<file path="src/rtl/muldiv_unit_if.sv">
// Handshake bundle between the EX stage and the iterative mul/div unit.
// master: pipeline side (drives operands, consumes result); slave: the unit.
interface muldiv_unit_if #(
    parameter int XLEN = 32
);
    logic            in_valid;
    logic            in_ready;
    logic [2:0]      op;
    logic [XLEN-1:0] srcA;
    logic [XLEN-1:0] srcB;
    logic            out_valid;
    logic            out_ready;
    logic [XLEN-1:0] result;
    logic            zero;

    modport master (
        output in_valid, op, srcA, srcB, out_ready,
        input  in_ready, out_valid, result, zero
    );

    modport slave (
        input  in_valid, op, srcA, srcB, out_ready,
        output in_ready, out_valid, result, zero
    );
endinterface

</file>
<file path="src/rtl/muldiv_unit.sv">
// Iterative RV32M/RV64M mul/div: radix-2 shift-add multiply, restoring divide.
// Ports: clk, reset (async high), flush, bus (slave handshake), busy.
module muldiv_unit #(
    parameter int XLEN     = 32,
    parameter bit FAST_SPC = 1'b1
) (
    input  logic           clk,
    input  logic           reset,
    input  logic           flush,
    muldiv_unit_if.slave   bus,
    output logic           busy
);
    localparam int CW = $clog2(XLEN);
    localparam logic [XLEN-1:0] MIN_INT = {1'b1, {(XLEN-1){1'b0}}};
    localparam logic [XLEN-1:0] ZX = '0;

    typedef enum logic [1:0] {IDLE, BUSY, FIX, DONE} state_t;

    state_t          state, state_nxt;
    logic [CW-1:0]   cnt;
    logic [2:0]      op_q;
    logic            neg_q;
    logic [XLEN-1:0] m_q, hi_q, lo_q, res_q;
    logic            ov_q;

    logic            accept, is_div, sgn_a, sgn_b, a_neg, b_neg;
    logic            b_zero, ovf, special, neg_in;
    logic [XLEN-1:0] a_mag, b_mag, spc_res;
    logic [XLEN:0]   mul_s, div_sh, div_d;
    logic [2*XLEN-1:0] prod_s;
    logic [XLEN-1:0] quo_s, rem_s, fix_res;

    assign bus.in_ready  = (state == IDLE) && !flush;
    assign bus.out_valid = ov_q;
    assign bus.result    = res_q;
    assign bus.zero      = (res_q == ZX);
    assign busy          = (state != IDLE);
    assign accept        = bus.in_valid && bus.in_ready;

    // Operand decode: magnitudes feed the unsigned datapath, sign fixed later.
    always_comb begin
        is_div  = bus.op[2];
        sgn_a   = is_div ? ~bus.op[0] : (bus.op[1:0] != 2'b11);
        sgn_b   = is_div ? ~bus.op[0] : ~bus.op[1];
        a_neg   = sgn_a & bus.srcA[XLEN-1];
        b_neg   = sgn_b & bus.srcB[XLEN-1];
        a_mag   = a_neg ? ZX - bus.srcA : bus.srcA;
        b_mag   = b_neg ? ZX - bus.srcB : bus.srcB;
        b_zero  = (bus.srcB == ZX);
        ovf     = is_div & ~bus.op[0] & (bus.srcA == MIN_INT) & (&bus.srcB);
        special = FAST_SPC && is_div && (b_zero || ovf);
        if (b_zero)
            spc_res = bus.op[1] ? bus.srcA : '1;
        else
            spc_res = bus.op[1] ? ZX : bus.srcA;
        // Remainder follows the dividend; a zero divisor keeps the
        // all-ones quotient the iteration produces, so never negate it.
        if (is_div && bus.op[1])
            neg_in = a_neg;
        else
            neg_in = (a_neg ^ b_neg) & ~(is_div & b_zero);
    end

    // One iteration step for each datapath, and the final sign fix.
    always_comb begin
        mul_s  = {1'b0, hi_q} + ({1'b0, m_q} & {(XLEN+1){lo_q[0]}});
        div_sh = {hi_q, lo_q[XLEN-1]};
        div_d  = div_sh - {1'b0, m_q};
        prod_s = neg_q ? {ZX, ZX} - {hi_q, lo_q} : {hi_q, lo_q};
        quo_s  = neg_q ? ZX - lo_q : lo_q;
        rem_s  = neg_q ? ZX - hi_q : hi_q;
        if (op_q[2])
            fix_res = op_q[1] ? rem_s : quo_s;
        else if (op_q[1:0] == 2'b00)
            fix_res = prod_s[XLEN-1:0];
        else
            fix_res = prod_s[2*XLEN-1:XLEN];
    end

    always_comb begin
        state_nxt = state;
        if (flush) begin
            state_nxt = IDLE;
        end else begin
            case (state)
                IDLE: if (accept) state_nxt = special ? DONE : BUSY;
                BUSY: if (cnt == CW'(XLEN-1)) state_nxt = FIX;
                FIX:  state_nxt = DONE;
                DONE: if (ov_q && bus.out_ready) state_nxt = IDLE;
                default: state_nxt = IDLE;
            endcase
        end
    end

    always_ff @(posedge clk or posedge reset) begin
        if (reset) state <= IDLE;
        else       state <= state_nxt;
    end

    always_ff @(posedge clk or posedge reset) begin
        if (reset) begin
            cnt   <= '0;
            op_q  <= '0;
            neg_q <= 1'b0;
            m_q   <= '0;
            hi_q  <= '0;
            lo_q  <= '0;
            res_q <= '0;
            ov_q  <= 1'b0;
        end else begin
            // out_valid is registered one cycle behind entry to DONE.
            if (flush || state != DONE)
                ov_q <= 1'b0;
            else if (!ov_q)
                ov_q <= 1'b1;
            else if (bus.out_ready)
                ov_q <= 1'b0;

            if (accept) begin
                op_q  <= bus.op;
                neg_q <= neg_in;
                cnt   <= '0;
                hi_q  <= '0;
                lo_q  <= is_div ? a_mag : b_mag;
                m_q   <= is_div ? b_mag : a_mag;
                if (special) res_q <= spc_res;
            end else if (!flush && state == BUSY) begin
                if (cnt != CW'(XLEN-1)) cnt <= cnt + 1'b1;
                if (op_q[2]) begin
                    if (!div_d[XLEN]) begin
                        hi_q <= div_d[XLEN-1:0];
                        lo_q <= {lo_q[XLEN-2:0], 1'b1};
                    end else begin
                        hi_q <= div_sh[XLEN-1:0];
                        lo_q <= {lo_q[XLEN-2:0], 1'b0};
                    end
                end else begin
                    hi_q <= mul_s[XLEN:1];
                    lo_q <= {mul_s[0], lo_q[XLEN-1:1]};
                end
            end else if (!flush && state == FIX) begin
                res_q <= fix_res;
            end
        end
    end
endmodule
</file>
<file path="src/flat_wrapper.sv">
// flat-port wrapper written by rule: the top's interface ports become plain ports
module muldiv_unit_flat 
#(
    parameter int XLEN     = 32,
    parameter bit FAST_SPC = 1'b1
)
  (clk, reset, flush, busy, bus_in_valid, bus_op, bus_srcA, bus_srcB, bus_out_ready, bus_in_ready, bus_out_valid, bus_result, bus_zero);
  muldiv_unit_if #(.XLEN(XLEN)) bus_i ();
  input  logic clk;
  input  logic reset;
  input  logic flush;
  output logic busy;
  input wire logic [$bits(bus_i.in_valid)-1:0] bus_in_valid;
  input wire logic [$bits(bus_i.op)-1:0] bus_op;
  input wire logic [$bits(bus_i.srcA)-1:0] bus_srcA;
  input wire logic [$bits(bus_i.srcB)-1:0] bus_srcB;
  input wire logic [$bits(bus_i.out_ready)-1:0] bus_out_ready;
  output wire logic [$bits(bus_i.in_ready)-1:0] bus_in_ready;
  output wire logic [$bits(bus_i.out_valid)-1:0] bus_out_valid;
  output wire logic [$bits(bus_i.result)-1:0] bus_result;
  output wire logic [$bits(bus_i.zero)-1:0] bus_zero;
  assign bus_i.in_valid = bus_in_valid;
  assign bus_i.op = bus_op;
  assign bus_i.srcA = bus_srcA;
  assign bus_i.srcB = bus_srcB;
  assign bus_i.out_ready = bus_out_ready;
  assign bus_in_ready = bus_i.in_ready;
  assign bus_out_valid = bus_i.out_valid;
  assign bus_result = bus_i.result;
  assign bus_zero = bus_i.zero;
  muldiv_unit #(.XLEN(XLEN), .FAST_SPC(FAST_SPC)) u_core (.clk(clk), .reset(reset), .flush(flush), .bus(bus_i), .busy(busy));
endmodule
</file>
<file path="config.mk">
export PLATFORM = sky130hd
export DESIGN_NAME = muldiv_unit_flat
export DESIGN_NICKNAME = d
export VERILOG_FILES = /design/src/rtl/muldiv_unit_if.sv /design/src/rtl/muldiv_unit.sv /design/src/flat_wrapper.sv
export SDC_FILE = /design/constraint.sdc
export NUM_CORES = 1
export LEC_CHECK = 0
export BUFFER_PORTS_ARGS = -buffer_cell sky130_fd_sc_hd__buf_2
export CORE_MARGIN = 3
export CORE_UTILIZATION = 54
export CTS_BUF_LIST = sky130_fd_sc_hd__clkbuf_8
export CTS_CLUSTER_SIZE = 24
export DETAILED_ROUTE_END_ITERATION = 16
export PLACE_DENSITY = 0.76
export SLEW_MARGIN = 10
export SYNTH_ARGS = -nofsm -noshare
export SYNTH_HDL_FRONTEND = slang
export SYNTH_SLANG_ARGS = --single-unit
</file>
<file path="constraint.sdc">
create_clock -name clk -period 6.6 [get_ports clk]
set_input_delay 0.99 -clock clk [delete_from_list [all_inputs] [get_ports clk]]
set_output_delay 0.99 -clock clk [all_outputs]
set_load 0.02 [all_outputs]
</file>
==> impl_metrics.ini <==
[critical_path]
crit_path_frequent_cell = o21ai_0
cp_slowest_cell = xor2_4
startpoint = u_core.lo_q[31]$_DFFE_PP0P_
crit_arrival_ns = 5.14
ff2ff_setup_slack_ns = 1.83
r2r_cells = 13
critPathMaxFanout = 24
rr_endpoint = u_core.hi_q[6]$_DFFE_PP0P_
critPathLaunchType = flop
reg2reg_from = u_core.lo_q[31]$_DFFE_PP0P_
cp_cell_sequence = inv_1, ha_1, fa_1, nand2b_1, a21oi_1, o21ai_0, o211ai_1, a311oi_1, o21ai_1, xor2_4, buf_4, mux2i_1, o21ai_0
cp-endpoint = u_core.hi_q[6]$_DFFE_PP0P_
critPathCaptureType = flop
cp.required_ns = 6.96
criticalPathCategory = flop to flop
worst-path-buf-inv = 2
cp.depth = 13
cpPeakStageDelay_ns = 0.74
cp_top_family = compound AO/OA/AOI/OAI gates

[timing]
fin_crit_ns = 4.77
tns_ns = 0
worstMarginPinSlew_ns = 0.939
hold_violations = 0
rsz0062_at_grt = false
finalSetupViolations = 0
max_freq_mhz = 209
finClkSkew_ns = 0.0265
drv_slew = 0
slew_headroom_pct = 37.2
min_period_over_period_pct = 72.3

[logic_synthesis]
synth_top_area_share_pct = 23.0
synth_ff_type = dfrtp_1
yosys-top-cells-area = dfrtp_1 23%, xnor2_1 6.6%, ha_1 6.2%, nand2_1 5.9%, a21oi_1 5.6%
ys_seq_area_share_pct = 23.0
synth_area_leader_cell = dfrtp_1
avgSynthCellArea_um2 = 7.45
synth.distinct_cells = 83
ys_top_cells_by_count = 239 x nand2_1, 198 x nor2_1, 170 x a21oi_1
synth_nets = 2195
netlist_area_um2 = 15200
syn_inst = 2045
async_flop_share_pct = 100
synth_enable_flop_cells = 0
yosys_warnings = 0
post-synth-top-count-cell = nand2_1
ys_ff_latch = 140

[place]
port-buffer-count = 107
place_hpwl_mm = 44.6
gp_congestion = 1.08

[power]
power.density_nw_per_um2 = 582
sw_frac_of_total_pct = 57.3
p_int_mw = 4.05
finalPower_mw = 9.47
seq_power_share_pct = 20.8
clock_power_share_pct = 8.0
ir_drop_mv = 0.221
combPwrFrac_pct = 71.2
p_leak_nw = 6.92
p_switching_mw = 5.43

[floorplanning]
io_pins = 108
dieArea_um2 = 30300
fp.dieW_um = 174
die_h_um = 174
initial_utilization_pct = 55.8
rows = 60
fp.coreArea_um2 = 27300

[clocking]
cts_setup_buffers = 0
cts_hold_repair.buffers = 0
clk_root_buffer_cell = clkbuf_8
numCtsBuffers = 17
clockBufferDepth = 2
post_cts_resized = 0
cts_num_sinks = 140
clk_latency_ns = 0.50
htreeDepth = 4
clk_pin_slew_ns = 0.11
cts_tree = done

[worst_hold_path]
hold_class = flop to flop
worstHoldStart = u_core.bus.out_valid$_DFF_PP0_

[detailed_routing]
postRouteAntennaNets = 0
wl_mm = 57.8
num_vias = 16300
drc = 0
viasPerCell = 6.71
dr.pass1.iters = 7
wl_per_cell_um = 23.8
drtIter0Drc = 2136

[global_route]
grt_max_degree = 94
grt_pass1_vias = 14700
grt_pass1_wl_mm = 87.9
antenna_found_initial = 0
grt_overflow_total = 0
track_usage_pct = 37.1

[final_layout]
nets = 2197
syn_to_final_growth_pct = 6.81
n_antenna_cell = 0
layout-drive-gt1-share_pct = 9.37

[flow_run]
max_cap_violations = 0

[run_status]
status = complete, no violations
through the flow:
step | utilization, % | worst slack (ns) | hold slack, ns | std cells | area, um^2
2_1_floorplan | - | 1.86 | 0.450 | 2045 | 15200
3_3_place_gp | 58.1 | 2.15 | 0.452 | 2400 | 15900
3_5_place_dp | 58.1 | 1.94 | 0.459 | 2400 | 15900
4_1_cts | 59.6 | 1.95 | 0.473 | 2432 | 16300
5_1_grt | 59.6 | 1.56 | 0.523 | 2432 | 16300
6_report | 59.6 | 1.83 | 0.477 | 2432 | 16300
cell families (layout without fill, tap and decap cells):
kind of cell / Yosys count / after routing / share of synthesized area [%]
XOR/XNOR: 200 / 200 / 11.5
flip-flops: 140 / 140 / 23.0
buffers and inverters: 215 / 230 / 5.51
multiplexers: 77 / 77 / 5.21
AO/OA/AOI/OAI: 624 / 624 / 26.3
AND/OR/NAND/NOR: 704 / 704 / 21.5
adder cells (fa/ha/maj): 85 / 85 / 6.96
registers in the layout (all words and copies together), names as in the netlist:
signal and count:
u_core.op_q 3, u_core.bus.result 32, u_core.bus.out_valid 1, u_core.cnt 5
u_core.m_q 32, u_core.lo_q 32, u_core.state 2, u_core.hi_q 32
u_core.neg_q 1
layout make-up:
| type | count | area, um^2 |
|---|---|---|
| flip-flops and latches | 140 | 3510 |
| inverters | 70 | 268 |
| repair buffers | 128 | 693 |
| clock buffers | 18 | 248 |
| multi-input cells | 1690 | 10900 |
| clock inverters | 14 | 151 |
| fillers | 2638 | 11000 |
| well taps | 372 | 465 |
worst register-to-register path: cells and delay by family (launching register included):
family	cells	cell delay (ns)
XOR/XNOR	1	0.75
AO/OA/AOI/OAI	6	1.84
multiplexers	1	0.24
AND/OR/NAND/NOR	1	0.18
flip-flops	1	0.51
buffers and inverters	2	0.52
adder cells (fa/ha/maj)	2	0.65
how the worst min path moves through the flow:
stage	slack, ns	cells past startpoint	end
final	0.48	1	u_core.bus.out_valid$_DFF_PP0_
after floorplan	0.45	2	u_core.m_q[10]$_DFFE_PP0P_
after global routing	0.52	2	u_core.m_q[15]$_DFFE_PP0P_
after CTS	0.47	1	u_core.bus.out_valid$_DFF_PP0_
after detailed placement	0.46	1	u_core.bus.out_valid$_DFF_PP0_
after global placement	0.45	1	u_core.bus.out_valid$_DFF_PP0_
placed cells by master (no fill, tap or decap), types with 7 or more instances in the layout:
master | netlist | routed
or3_1 | 24 | 24
nor3_1 | 42 | 40
a21oi_1 | 170 | 170
o21bai_1 | 10 | 10
nor2b_1 | 19 | 19
and3_1 | 14 | 14
xor2_1 | 86 | 85
and2_1 | 13 | 13
nor2_1 | 198 | 197
xnor2_1 | 114 | 114
a31oi_1 | 30 | 30
nand3_1 | 47 | 47
o21ai_0 | 150 | 150
dfrtp_1 | 140 | 138
nor4_1 | 33 | 33
nand2_1 | 239 | 238
mux2i_1 | 68 | 68
a221oi_1 | 14 | 14
o221ai_1 | 20 | 20
maj3_1 | 7 | 7
buf_4 | 2 | 21
a21o_1 | 27 | 27
o21a_1 | 13 | 13
a211oi_1 | 18 | 18
inv_1 | 68 | 67
o22ai_1 | 10 | 10
o41ai_1 | 13 | 13
a22oi_1 | 16 | 16
or4_1 | 10 | 10
clkbuf_8 | 0 | 18
nand4_1 | 25 | 25
o211ai_1 | 35 | 35
mux2_2 | 8 | 8
nand2b_1 | 11 | 11
ha_1 | 76 | 76
o31ai_1 | 30 | 30
buf_2 | 8 | 107
inv_6 | 0 | 8
power by group through the flow:
| stage | Sequential, mW | Clock, mW | Combinational, mW |
|---|---|---|---|
| detailed placement | 1.95 | 0 | 6.48 |
| global placement | 1.93 | 0 | 6.42 |
| CTS | 1.93 | 0.760 | 6.51 |
| finish | 1.97 | 0.758 | 6.75 |
| global route | 2.01 | 0.796 | 7.26 |
| floorplan | 1.62 | 0 | 4.92 |
routing by layer:
metal / wire length (um) / vias to the layer above / track usage (%)
li1: - / 7455 / -
met1: 24200 / 7700 / 52.6
met2: 23600 / 1009 / 52.6
met3: 7190 / 153 / 10.2
met4: 2750 / 0 / 15.9
met5: 0 / - / 0
(Power assumes the default switching activity.)
